### src/rtl/med_reminder_pkg.sv
// Shared definitions for the reminder keypad front end: scanner states,
// key_out field layout, named key codes and small row/column helpers.
package med_reminder_pkg;

    typedef enum logic [2:0] {
        ST_IDLE     = 3'd0,
        ST_SCAN     = 3'd1,
        ST_DEBOUNCE = 3'd2,
        ST_PRESSED  = 3'd3,
        ST_RELEASE  = 3'd4
    } scan_state_t;

    localparam int unsigned KEY_OUT_W      = 8;
    localparam int unsigned KEY_STROBE_BIT = 7;
    localparam int unsigned KEY_CODE_MSB   = 3;
    localparam int unsigned KEY_CODE_LSB   = 0;

    localparam logic [3:0] KEY_CONFIRM = 4'hA;
    localparam logic [3:0] KEY_SNOOZE  = 4'hB;
    localparam logic [3:0] KEY_CANCEL  = 4'hC;

    // Active-low one-hot pattern with bit idx low.
    function automatic logic [3:0] one_cold(input logic [1:0] idx);
        return ~(4'b0001 << idx);
    endfunction

    // True when exactly one row reads low.
    function automatic logic single_low(input logic [3:0] rows);
        logic hit;
        hit = 1'b0;
        case (rows)
            4'b1110, 4'b1101, 4'b1011, 4'b0111: hit = 1'b1;
            default: hit = 1'b0;
        endcase
        return hit;
    endfunction

    // Index of the low row; only meaningful when single_low() holds.
    function automatic logic [1:0] low_index(input logic [3:0] rows);
        logic [1:0] idx;
        idx = 2'd0;
        case (rows)
            4'b1101: idx = 2'd1;
            4'b1011: idx = 2'd2;
            4'b0111: idx = 2'd3;
            default: idx = 2'd0;
        endcase
        return idx;
    endfunction

    // Strobed key word; code = row*4 + col.
    function automatic logic [KEY_OUT_W-1:0] make_key(input logic [1:0] row,
                                                      input logic [1:0] col);
        logic [KEY_OUT_W-1:0] key;
        key = '0;
        key[KEY_STROBE_BIT] = 1'b1;
        key[KEY_CODE_MSB:KEY_CODE_LSB] = {row, col};
        return key;
    endfunction

endpackage

### src/rtl/sync_2ff.sv
// Two-flop synchronizer for asynchronous level inputs, with a
// configurable reset value.
module sync_2ff #(
    parameter int unsigned        WIDTH   = 1,
    parameter logic [WIDTH-1:0]   RST_VAL = '0
) (
    input  logic             clk,
    input  logic             rst,
    input  logic [WIDTH-1:0] d,
    output logic [WIDTH-1:0] q
);

    logic [WIDTH-1:0] meta;

    always_ff @(posedge clk) begin
        if (rst) begin
            meta <= RST_VAL;
            q    <= RST_VAL;
        end else begin
            meta <= d;
            q    <= meta;
        end
    end

endmodule

### src/rtl/med_keypad_scanner.sv
// 4x4 keypad column scanner with press/release debounce, ghost rejection
// and a single one-cycle strobe per key press.
module med_keypad_scanner
    import med_reminder_pkg::*;
#(
    parameter int unsigned SCAN_DIV        = 16,
    parameter int unsigned DEBOUNCE_CYCLES = 8
) (
    input  logic       clk,
    input  logic       rst,
    input  logic       ena,
    input  logic [3:0] row_n,
    output logic [3:0] col_n,
    output logic [7:0] key_out,
    output logic       key_held
);

    localparam int unsigned DIV_W = (SCAN_DIV > 1) ? $clog2(SCAN_DIV) : 1;
    localparam int unsigned DEB_W = (DEBOUNCE_CYCLES > 1) ? $clog2(DEBOUNCE_CYCLES) : 1;
    localparam logic [DIV_W-1:0] DIV_LAST = DIV_W'(SCAN_DIV - 1);
    localparam logic [DEB_W-1:0] DEB_LAST = DEB_W'(DEBOUNCE_CYCLES - 1);

    scan_state_t      state;
    logic [3:0]       rows_s;
    logic [1:0]       col;
    logic [1:0]       next_col;
    logic [1:0]       key_row;
    logic [1:0]       key_col;
    logic [DIV_W-1:0] div_cnt;
    logic [DEB_W-1:0] deb_cnt;

    sync_2ff #(
        .WIDTH   (4),
        .RST_VAL (4'hF)
    ) u_row_sync (
        .clk (clk),
        .rst (rst),
        .d   (row_n),
        .q   (rows_s)
    );

    assign next_col = col + 2'd1;

    always_ff @(posedge clk) begin
        if (rst || !ena) begin
            state    <= ST_IDLE;
            col_n    <= 4'hF;
            key_out  <= '0;
            key_held <= 1'b0;
            col      <= '0;
            key_row  <= '0;
            key_col  <= '0;
            div_cnt  <= '0;
            deb_cnt  <= '0;
        end else begin
            key_out <= '0;
            unique case (state)
                ST_IDLE: begin
                    state   <= ST_SCAN;
                    col     <= 2'd0;
                    col_n   <= one_cold(2'd0);
                    div_cnt <= '0;
                    deb_cnt <= '0;
                end

                ST_SCAN: begin
                    if (div_cnt == DIV_LAST) begin
                        div_cnt <= '0;
                        if (single_low(rows_s)) begin
                            key_row <= low_index(rows_s);
                            key_col <= col;
                            deb_cnt <= '0;
                            state   <= ST_DEBOUNCE;
                        end else begin
                            col   <= next_col;
                            col_n <= one_cold(next_col);
                        end
                    end else begin
                        div_cnt <= div_cnt + 1'b1;
                    end
                end

                // Column stays driven while the press is confirmed; col still
                // equals key_col, so next_col resumes rotation after it.
                ST_DEBOUNCE: begin
                    if (rows_s != one_cold(key_row)) begin
                        deb_cnt <= '0;
                        col     <= next_col;
                        col_n   <= one_cold(next_col);
                        state   <= ST_SCAN;
                    end else if (deb_cnt == DEB_LAST) begin
                        deb_cnt  <= '0;
                        key_out  <= make_key(key_row, key_col);
                        key_held <= 1'b1;
                        state    <= ST_PRESSED;
                    end else begin
                        deb_cnt <= deb_cnt + 1'b1;
                    end
                end

                ST_PRESSED: begin
                    if (rows_s[key_row]) begin
                        deb_cnt <= '0;
                        state   <= ST_RELEASE;
                    end
                end

                ST_RELEASE: begin
                    if (!rows_s[key_row]) begin
                        deb_cnt <= '0;
                        state   <= ST_PRESSED;
                    end else if (deb_cnt == DEB_LAST) begin
                        deb_cnt  <= '0;
                        key_held <= 1'b0;
                        col      <= next_col;
                        col_n    <= one_cold(next_col);
                        state    <= ST_SCAN;
                    end else begin
                        deb_cnt <= deb_cnt + 1'b1;
                    end
                end

                default: begin
                    state <= ST_IDLE;
                    col_n <= 4'hF;
                end
            endcase
        end
    end

endmodule

### config.mk
export PLATFORM = sky130hd
export DESIGN_NAME = med_keypad_scanner
export DESIGN_NICKNAME = d
export VERILOG_FILES = /design/src/rtl/med_reminder_pkg.sv /design/src/rtl/sync_2ff.sv /design/src/rtl/med_keypad_scanner.sv
export SDC_FILE = /design/constraint.sdc
export NUM_CORES = 1
export LEC_CHECK = 0
export CAP_MARGIN = 30
export CORE_MARGIN = 4
export CORE_UTILIZATION = 59
export CTS_CLUSTER_SIZE = 12
export DETAILED_ROUTE_END_ITERATION = 7
export MAX_ROUTING_LAYER = met4
export PLACE_DENSITY = 0.83
export SLEW_MARGIN = 15
export SYNTH_ARGS = -nofsm -noshare
export SYNTH_HDL_FRONTEND = slang
export SYNTH_HIERARCHICAL = 1
export SYNTH_SLANG_ARGS = --single-unit
### constraint.sdc
create_clock -name clk -period 3.31 [get_ports clk]
set_clock_uncertainty 0.1 [all_clocks]
set_input_delay 0.8275 -clock clk [delete_from_list [all_inputs] [get_ports clk]]
set_output_delay 0.8275 -clock clk [all_outputs]
set_load 0.01 [all_outputs]
==> flow_summary.ini <==
[outcome]
status = complete, no violations

[worst_setup_path]
crit-reg2reg-launch = deb_cnt[0]
worstPathCellList = ha_1 > ha_1 > inv_1 > a2111oi_0 > a311oi_2 > nor3_2 > mux2i_1
cp_slowest_cell = a2111oi_0
critPathMaxStageDelay_ns = 0.49
crit_fanout = 6
crit_top_cell = ha_1
path_delay_family = compound AO/OA/AOI/OAI gates
worst_ep_required_time_ns = 3.49
worstSetupPathType = flop to flop
r2r_end = col_n[0]
arrival_ns = 2.55
cp_num_cells = 7
r2r_cells = 7
crit_path_end_kind = flop
path_buf_inv = 1
startpoint_type = flop
reg2reg_slack_ns = 0.94

[cts]
cts_sinks = 34
cts_tree = built
hold_buffers = 0
cts_resized = 0
cts_buffers = 5
root_buffer = clkbuf_4
worstSkewPairLatency_ns = 0.35
clockBufferDepth = 2
htreeDepth = 2
clkTransAtPathRegs_ns = 0.10
post_cts.repair.setup_buffers = 0

[grt]
antenna_found_initial = 0
overflow = 0
first_global_vias = 1350
grt_max_degree = 13
grt_pass1_wl_um = 6244
grt_util_all_layers_pct = 20.51

[placed_design]
gp_congestion = 0.8755
hpwlAfterDp_um = 2712
dp.cells = 227
portBuffers = 16
place_area_um2 = 1911

[pwr]
power_density_nw_per_um2 = 407.1
vdd_drop_max_mv = 0.3453
leakagePower_nw = 0.7948

[yosys]
postSynthCellCount = 191
synth-edff-count = 0
syn_avg_cell_area_um2 = 9.282
synthFlopType = dfxtp_1
ys_async_sr_fraction_pct = 0
ys_warn_count = 6
synth-seq-cells = 34
ys_types = 59
synth.cell_area_um2 = 1773
yosysSeqAreaShare_pct = 38.39

[cells_and_area]
design_area_um2 = 1992
final_core_util_pct = 71.01
drive_above_1_share_pct = 12.32
n_fill_cell = 227
fin_cells = 234
antennaDiodeCount = 0
fin_nets = 217
area_growth_pct = 12.35

[timing]
min_period_over_period_pct = 71.69
tns_ns = 0
period_needed_ns = 2.373
relSlewSlack_pct = 56.82
fmax_ghz = 0.4214
worstMarginPinSlew_ns = 0.6418
setup_viol = 0
hold_viol_final = 0
slew_violations = 0
rsz0062_at_grt = false

[job]
maxCapViolations = 0

[die]
dieArea_um2 = 3946
io_pins = 20
core_um2 = 2805
rows = 19
floorplan.initialDensity_pct = 63.20
die_width_um = 62.82
die_h_um = 62.82

[route]
drt_wl_total_um = 3669
drc = 0
via_per_inst = 6.085
postRouteAntennaNets = 0
dr.pass1.iters = 4
drt_iter0_drc = 120
wire_per_inst_um = 15.68
vias = 1424

[worst_hold_path]
whs_path_depth = 1
hold_start = u_row_sync/meta[0]
hold_path_class = flop to flop
hold_path_end = u_row_sync/q[0]
## cell type report
cell class	count	area [um2]	share of cell area [%]
clock buffers	6	51.30	2.575
repair buffers	17	167.7	8.417
inverters	8	30.03	1.508
flip-flops and latches	34	680.7	34.17
multi-input cells	137	993.5	49.87
well taps	31	38.79	1.947
clock inverters	1	30.03	1.508
## placed cells by master, fill, tap and decap left out, types with 4 or more instances in the layout
cell type and instances:
ha_1 7, a21oi_1 10, dfxtp_1 34, or2_1 8, nand2_1 15, clkbuf_4 5
clkdlybuf4s50_1 16, and2_1 4, inv_1 8, mux2i_1 7, o21ai_0 4, nand2b_1 5
nor3_1 4, nor2_1 16
## how the worst max path moves through the flow
stage | from | endpoint
detailed placement | rst | deb_cnt[2]
global route | deb_cnt[0] | col_n[0]
floorplan | deb_cnt[0] | col_n[0]
global placement | rst | deb_cnt[1]
finish | deb_cnt[0] | col_n[0]
CTS | deb_cnt[0] | col_n[0]
## worst register-to-register path: stages (launching register included)
cell and delay, ns:
dfxtp_1 0.39, ha_1 0.17, ha_1 0.27, inv_1 0.13, a2111oi_0 0.49, a311oi_2 0.18, nor3_2 0.36, mux2i_1 0.21
## Yosys cell counts (4+ instances only)
cell,n,area [um2]
ha_1,7,87.58
mux2i_1,7,70.07
nand2_1,15,56.30
clkbuf_1,5,18.77
nor3_1,4,20.02
dfxtp_1,34,680.7
nand2b_1,5,31.28
nor2_1,16,60.06
a21oi_1,10,50.05
or2_1,8,50.05
buf_2,4,20.02
and2_1,4,25.02
inv_1,8,30.03
o21ai_0,4,20.02
## metrics by stage
stage	hold slack (ns)	power, mW	setup slack, ns
global route	0.3438	0.8484	0.7748
CTS	0.3142	0.8154	0.9603
detailed placement	0.2887	0.5043	0.6734
floorplan	0.2832	0.4864	1.263
global placement	0.2905	0.5022	0.7252
finish	0.3148	0.8110	0.9371
## where the power goes
group / switching, mW / internal, mW / total (mW)
Clock: 0.139 / 0.176 / 0.314
Sequential: 0.0118 / 0.417 / 0.429
Combinational: 0.0375 / 0.0298 / 0.0673
Total: 0.188 / 0.623 / 0.811
## state kept, by name (all words and copies together) (netlist names)
name             count
col                  2
key_col              2
u_row_sync/q         4
col_n                4
key_row              2
u_row_sync/meta      4
key_out              5
key_held             1
div_cnt              4
deb_cnt              3
state                3
## cell families (layout without fill, tap and decap cells)
kind of cell / after synthesis / in the layout / share of synthesized area (%)
AOI/OAI and AO/OA: 46 / 46 / 21.88
xor gates and xnor gates: 2 / 2 / 0.9882
adders and majority gates: 8 / 8 / 5.504
buffers and inverters: 22 / 32 / 5.998
DFF: 34 / 34 / 38.39
muxes: 8 / 8 / 5.434
other: 1 / 3 / 0.2115
and+or+nand+nor: 70 / 70 / 21.60
## metal layers
| metal | GRT usage (%) | routed length [um] | vias to the layer above |
|---|---|---|---|
| met5 | - | 0 | - |
| met4 | 8.264 | 74 | 0 |
| met3 | 5.396 | 166 | 10 |
| met2 | 31.56 | 1738 | 36 |
| met1 | 25.55 | 1690 | 676 |
| li1 | - | - | 702 |
Power figures use the tool's default switching activity.
